**src/rtl/nes_io_pkg.sv**
```systemverilog
// Shared definitions for the NES I/O front end: controller port addresses,
// the driven-bit mask type and the open-bus merge helper.
package nes_io_pkg;

   localparam logic [15:0] CTRL_PORT_A_ADDR = 16'h4016;
   localparam logic [15:0] CTRL_PORT_B_ADDR = 16'h4017;

   typedef logic [7:0] ctrl_mask_t;

   // Driven bits come from the controller, undriven bits float at the last bus value.
   function automatic logic [7:0] open_bus_merge(input logic [7:0] value,
                                                 input ctrl_mask_t active,
                                                 input logic [7:0] bus);
      return (value & active) | (bus & ~active);
   endfunction

endpackage

```
**src/rtl/bus_access_detect.sv**
```systemverilog
// Turns a multi-cycle CPU access level into a single start pulse.
// Resets to "busy" so an access already in progress at reset release is ignored.
module bus_access_detect (
   input  logic clock,
   input  logic reset,
   input  logic cpu_access,
   output logic start
);

   logic access_q_r;

   // Track the previous cycle's access level.
   always_ff @(posedge clock) begin
      if (reset) begin
         access_q_r <= 1'b1;
      end else begin
         access_q_r <= cpu_access;
      end
   end

   assign start = cpu_access & ~access_q_r;

endmodule

```
**src/rtl/controller_bus_port.sv**
```systemverilog
// CPU-side decode for the $4016/$4017 controller ports: strobe latch,
// per-read shift pulses and open-bus merged read data.
module controller_bus_port
   import nes_io_pkg::*;
(
   input  logic        clock,
   input  logic        reset,
   input  logic        cpu_access,
   input  logic        cpu_rw,
   input  logic [15:0] cpu_addr,
   input  logic [7:0]  cpu_wdata,
   input  logic [7:0]  ctrl_lower_reg,
   input  logic [7:0]  ctrl_lower_reg_active,
   input  logic [7:0]  ctrl_upper_reg,
   input  logic [7:0]  ctrl_upper_reg_active,
   output logic        strobe,
   output logic [1:0]  shift,
   output logic [7:0]  read_data,
   output logic        read_sel
);

   logic       start_s;
   logic [7:0] merged_a_s;
   logic [7:0] merged_b_s;
   logic       strobe_r;
   logic [1:0] shift_r;
   logic [7:0] read_data_r;
   logic       read_sel_r;
   logic [7:0] open_bus_r;

   bus_access_detect u_detect (
      .clock      (clock),
      .reset      (reset),
      .cpu_access (cpu_access),
      .start      (start_s)
   );

   // Candidate read values for each port against the current open-bus value.
   always_comb begin
      merged_a_s = open_bus_merge(ctrl_lower_reg, ctrl_lower_reg_active, open_bus_r);
      merged_b_s = open_bus_merge(ctrl_upper_reg, ctrl_upper_reg_active, open_bus_r);
   end

   // Register one event per access start; shift self-clears after one cycle.
   always_ff @(posedge clock) begin
      if (reset) begin
         strobe_r    <= 1'b0;
         shift_r     <= 2'b00;
         read_data_r <= 8'h00;
         read_sel_r  <= 1'b0;
         open_bus_r  <= 8'h00;
      end else begin
         shift_r <= 2'b00;
         if (!cpu_access) begin
            read_sel_r <= 1'b0;
         end else begin
            read_sel_r <= read_sel_r;
         end
         if (start_s) begin
            if (!cpu_rw) begin
               open_bus_r <= cpu_wdata;
               if (cpu_addr == CTRL_PORT_A_ADDR) begin
                  strobe_r <= cpu_wdata[0];
               end else begin
                  strobe_r <= strobe_r;
               end
            end else if (cpu_addr == CTRL_PORT_A_ADDR) begin
               read_data_r <= merged_a_s;
               open_bus_r  <= merged_a_s;
               shift_r     <= 2'b01;
               read_sel_r  <= 1'b1;
            end else if (cpu_addr == CTRL_PORT_B_ADDR) begin
               read_data_r <= merged_b_s;
               open_bus_r  <= merged_b_s;
               shift_r     <= 2'b10;
               read_sel_r  <= 1'b1;
            end else begin
               // Reads elsewhere are another device's business; leave state alone.
               open_bus_r <= open_bus_r;
            end
         end else begin
            strobe_r <= strobe_r;
         end
      end
   end

   assign strobe    = strobe_r;
   assign shift     = shift_r;
   assign read_data = read_data_r;
   assign read_sel  = read_sel_r;

endmodule

```
**config.mk**
```make
export PLATFORM = sky130hd
export DESIGN_NAME = controller_bus_port
export DESIGN_NICKNAME = d
export VERILOG_FILES = /design/src/rtl/nes_io_pkg.sv /design/src/rtl/bus_access_detect.sv /design/src/rtl/controller_bus_port.sv
export SDC_FILE = /design/constraint.sdc
export NUM_CORES = 1
export LEC_CHECK = 0
export CAP_MARGIN = 10
export CORE_AREA = 2 2 62 64
export DETAILED_ROUTE_END_ITERATION = 10
export DIE_AREA = 0 0 64 66
export PLACE_DENSITY = 0.89
export SLEW_MARGIN = 20
export SYNTH_ARGS = -nofsm -noshare
export SYNTH_HDL_FRONTEND = slang
export SYNTH_SLANG_ARGS = --single-unit
```
**constraint.sdc**
```tcl
create_clock -name clock -period 2 [get_ports clock]
set_input_delay 0.3 -clock clock [delete_from_list [all_inputs] [get_ports clock]]
set_output_delay 0.3 -clock clock [all_outputs]
set_load 0.02 [all_outputs]
```
=== Word-level counts from Yosys, hierarchy flattened ===
Cells that the tools add are included.

* Add/subtract/negate cells: 0
* $mul: 0
* Div/mod/pow operators: 0
* Magnitude comparators: 0
* Equality and inequality tests: 3
* Shift operators: 0
* Mux-type cells: 10
* Bitwise operators: 12
* Reductions and logical operators: 6

{| class="wikitable"
|+ Operators by type and width
! cell !! count
|-
| 8-bit bitwise AND || 4
|-
| 16-bit by 15-bit == test with 1-bit output (second input constant) || 2
|-
| 8-bit two-way mux || 3
|-
| 8-bit inverter || 2
|-
| 8-bit OR || 2
|-
| 1-bit two-way mux || 6
|-
| 3-bit AND reduction || 2
|-
| 4-bit OR reduction || 1
|-
| 3-bit by 1-bit != test with 1-bit output (second input constant) || 1
|-
| 1-bit inverter || 3
|-
| 3-bit OR reduction || 1
|-
| 2-bit two-way mux || 1
|-
| 2-bit AND reduction || 1
|-
| 2-bit nonzero test || 1
|-
| 1-bit bitwise AND || 1
|}

* Register bits: 21
* Bits in latches: 0
* Bits in writable memories: 0
* ROM bits: 0
* Input bits: 60
* Output and inout bits: 12
* Memories kept: 0

=== Longest topological paths before layout ===
* Depth in word-level cells: 6
* Depth in mapped cells: 6

=== Modules after synthesis ===
Synthesis repeated with hierarchy kept, for this count alone.

* Cells, all modules: 150
* Area, all modules: 1232.4 um^2

{| class="wikitable"
|+ By module, submodules not included
! module !! times used !! cells each !! area an instance (um^2) !! seq. area each (um^2)
|-
| controller_bus_port || 1 || 147 || 1199.9 || 400.4
|-
| bus_access_detect || 1 || 3 || 32.5 || 20.0
|}

=== Least setup slack after synthesis ===
No wires, ideal clock.

* Path kind: input-to-reg
* Start point: input cpu_addr[7]
* End point: register strobe_r, in the netlist strobe
* Setup time: 0.128 ns
* Arrival: 1.402 ns
* Path slack: 0.470 ns
* Stages: 5
* Cells stage by stage: nor4b_2 -> nand4_4 -> nor4_2 -> mux2i_1 -> nor2_1

* Cells in the longest elaborated chain, start to end: 2

{| class="wikitable"
|+ Ends and longest elaborated chain
! what !! RTL line !! source
|-
| from (decl) || controller_bus_port.sv:10 || <nowiki>input logic [15:0] cpu_addr,</nowiki>
|-
| 16-bit by 15-bit == test with 1-bit output || controller_bus_port.sv:62 || <nowiki>if (cpu_addr == CTRL_PORT_A_ADDR) begin</nowiki>
|-
| 3-bit AND reduction (no line) || -- ||
|-
| to (signal assigned) || controller_bus_port.sv:63 || <nowiki>strobe_r <= cpu_wdata[0];</nowiki>
|-
| to (signal assigned) || controller_bus_port.sv:65 || <nowiki>strobe_r <= strobe_r;</nowiki>
|-
| to (signal assigned) || controller_bus_port.sv:82 || <nowiki>strobe_r <= strobe_r;</nowiki>
|-
| to (decl) || controller_bus_port.sv:25 || <nowiki>logic strobe_r;</nowiki>
|}

Every way passes these cells.
A chain may end at the register's enable or synchronous reset.

=== Worst setup path in the final report ===
* Start point: input cpu_addr[9]
* End point: register strobe_r, in the netlist strobe

The elaborated chain is that of the path after synthesis.

==> flow_metrics.py <==
metrics = {
    "critical_path": {
        "cp.required_ps": 2210,
        "critPathMaxFanout": 10,
        "path_cells": "clkdlybuf4s50_1 -> nor4b_4 -> nand4_4 -> nor4_2 -> mux2i_1 -> nor2_1",
        "arrival_ps": 2050,
        "crit_path_end_kind": "register",
        "crit_family": "simple AND/OR/NAND/NOR gates",
        "crit_buf_inv": 1,
        "rrSetupSlack_ps": 760,
        "worst-path-stages": 6,
        "start_kind": "primary input",
        "timing.rr.end": "read_data[0]$_SDFFE_PP0P_",
        "critPathLaunch": "cpu_addr[9]",
        "r2r_cells": 3,
        "cp-endpoint": "strobe$_SDFFE_PP0P_",
        "cpPeakStageDelay_ps": 510,
        "critPathKind": "in -> reg",
        "r2r-start": "u_detect.access_q_r$_SDFF_PP1_",
        "cp_slowest_cell": "clkdlybuf4s50_1",
    },
    "cts": {
        "clockBufferDepth": 2,
        "cts_resized": 0,
        "clk_pin_slew_worst_paths_ps": 130,
        "clock_latency_ps": 310,
        "cts.sinks": 21,
        "numCtsBuffers": 3,
        "htree_levels": 1,
        "cts_tree": "done",
        "post-cts-setup-buffers": 0,
        "clockRootBuffer": "clkbuf_4",
        "hold_buffers": 0,
    },
    "final_layout": {
        "utilization_pct": 61.8,
        "nNetsFinal": 291,
        "multi_input_area_um2": 878,
        "regArea_um2": 420,
        "layout-drive-gt1-share_pct": 15.2,
        "syn2layout_area_growth_pct": 64.0,
        "antenna_cells": 0,
        "fillCellCount": 285,
    },
    "timing": {
        "setup_ws_ps": 160,
        "drv_slew": 0,
        "timing.hold.ws_ps": 479,
        "finClkSkew_ps": 1.18,
        "slew_headroom_pct": 67.2,
        "finalCritPeriodShare_pct": 92.0,
        "rsz0062_at_grt": "false",
        "finalSetupTns_ps": 0,
        "tightest_slew_ps": 490,
        "setup_violations": 0,
        "fmax_ghz": 0.543,
        "finalHoldViolCount": 0,
        "period_needed_ps": 1840,
    },
    "status": {
        "status": "finished clean",
    },
    "place": {
        "place_congestion": 0.878,
        "post-place-ws_ps": -200,
        "hpwl_um": 2990,
        "portBuffers": 71,
    },
    "synth": {
        "synth_mux_area_share_pct": 0.748,
        "synthSimpleGateAreaFrac_pct": 39.3,
        "synth_top_family_by_area": "simple AND/OR/NAND/NOR gates",
        "synth_seq_cells": 21,
        "synth_area_leaders": "dfxtp_1, nand2b_1, a211oi_2",
        "synth-xor-area-share_pct": 0,
        "synth_seq_area_share_pct": 31.4,
        "synth_compound_area_share_pct": 25.5,
        "async_flop_share_pct": 0,
        "synth_ff_type": "dfxtp_1",
        "synth.top_cell.area_share_pct": 31.4,
        "synth_top_area_cell": "dfxtp_1",
        "syn_avg_cell_area_um2": 8.87,
        "yosys.area_share.adder_pct": 0,
        "ys_types": 29,
        "syn_nets": 211,
        "syn_area_mm2": 0.00134,
        "synth-warning-count": 0,
        "synth_edf_count": 0,
        "syn_inst": 151,
    },
    "global_routing": {
        "grt_pass1_wl_um": 6050,
        "grt_max_degree": 19,
        "first_global_vias": 1325,
        "grt-ovfl-total": 0,
        "grt_antenna_before_repair": 0,
        "grt_use_total_pct": 18.2,
    },
    "worst_hold_path": {
        "hold_class": "reg -> reg",
        "hp-start": "read_data[2]$_SDFFE_PP0P_",
    },
    "power_and_ir_drop": {
        "power.density_mw_per_mm2": 399,
        "ir_drop_uv": 334,
        "leakagePower_nw": 0.732,
        "finalPower_mw": 0.875,
    },
    "die": {
        "die_h_um": 66,
        "die_w_um": 64,
        "start_util_pct": 37.7,
        "core_mm2": 0.00355,
        "die_area_mm2": 0.00422,
        "rows": 22,
        "ios": 72,
    },
    "route": {
        "drcViolationCount": 0,
        "via_per_inst": 4.89,
        "drt.antenna.violating_nets": 0,
        "vias": 1360,
        "drt_first_pass_iters": 4,
        "drt-initial-drc-count": 45,
        "routed_wl_um": 3680,
        "wl_per_cell_um": 13.2,
    },
    "run": {
        "max_cap_violations": 0,
    },
}
## how the worst min path moves through the flow
stage,endpoint,cells past startpoint,slack (ps)
after CTS,read_data[0]$_SDFFE_PP0P_,1,480
final,read_data[2]$_SDFFE_PP0P_,1,480
after detailed placement,read_data[5]$_SDFFE_PP0P_,1,450
after global placement,read_data[0]$_SDFFE_PP0P_,1,440
after floorplan,open_bus_r[7]$_SDFFE_PP0P_,1,370
after global routing,read_data[3]$_SDFFE_PP0P_,1,510
## synth_stat cells (2+ instances only)
master     count
nor3b_1        2
a21oi_1        9
buf_2          2
nor2_1        21
nor4b_4        3
o2bb2ai_1      8
clkbuf_1       4
a311oi_1       8
dfxtp_1       21
nand2b_1      25
o21ai_1        8
nand2_1       16
a211oi_2       8
## logic make-up (layout without fill, tap and decap cells)
logic type | Yosys count | count (layout)
buffers and inverters | 8 | 87
flip-flops | 21 | 21
AND/OR/NAND/NOR | 79 | 79
multiplexers | 1 | 1
AO/OA/AOI/OAI | 42 | 42
## registers in the layout (all words and copies together), names as in the netlist
signal               cells
shift                    2
open_bus_r               8
read_data                8
read_sel                 1
u_detect.access_q_r      1
strobe                   1
## power by group
group	switching (mW)	internal [mW]	leakage, nW
Combinational	0.0833	0.146	0.544
Clock	0.141	0.0748	0.0177
Sequential	0.00482	0.425	0.170
Total	0.229	0.646	0.732
## cells in the final DEF (no fill, tap or decap), types with 2 or more instances in the layout
cell type / synthesis / routed
nand2_1: 16 / 16
nor4b_4: 3 / 3
buf_4: 0 / 10
a21oi_1: 9 / 9
clkbuf_4: 0 / 3
o2bb2ai_1: 8 / 8
dfxtp_1: 21 / 21
o21ai_1: 8 / 8
nor2_1: 21 / 21
nand2b_1: 25 / 25
clkdlybuf4s50_1: 0 / 71
a211oi_2: 8 / 8
nor3b_1: 2 / 2
a311oi_1: 8 / 8
## layout make-up
type                       count  area share [%]
clock inverter                 1           0.228
clock buffer                   3            1.03
sequential                    21            19.1
multi-input combinational    122            40.0
tap                           48            2.74
inverter                       1           0.171
timing repair buffer          82            36.7
## metrics by stage
stage	instances	cell area (um2)
floorplan	151	1340
global placement	274	2170
detailed placement	274	2170
CTS	278	2200
global route	278	2200
finish	278	2200
## worst reg2reg max path: stages (launching register included)
cell and delay, ps:
dfxtp_1 330, nand3b_1 190, or3_1 470, o2bb2ai_1 190
## per-layer routing
metal  share of wire [%]  GRT usage, %  vias up
li1                    -             -      709
met5                   0             0        -
met4                 2.4          7.61        0
met3                 5.8          3.75        8
met2                  50          31.1       38
met1                  41          22.1      605
Power figures use the tool's default switching activity.
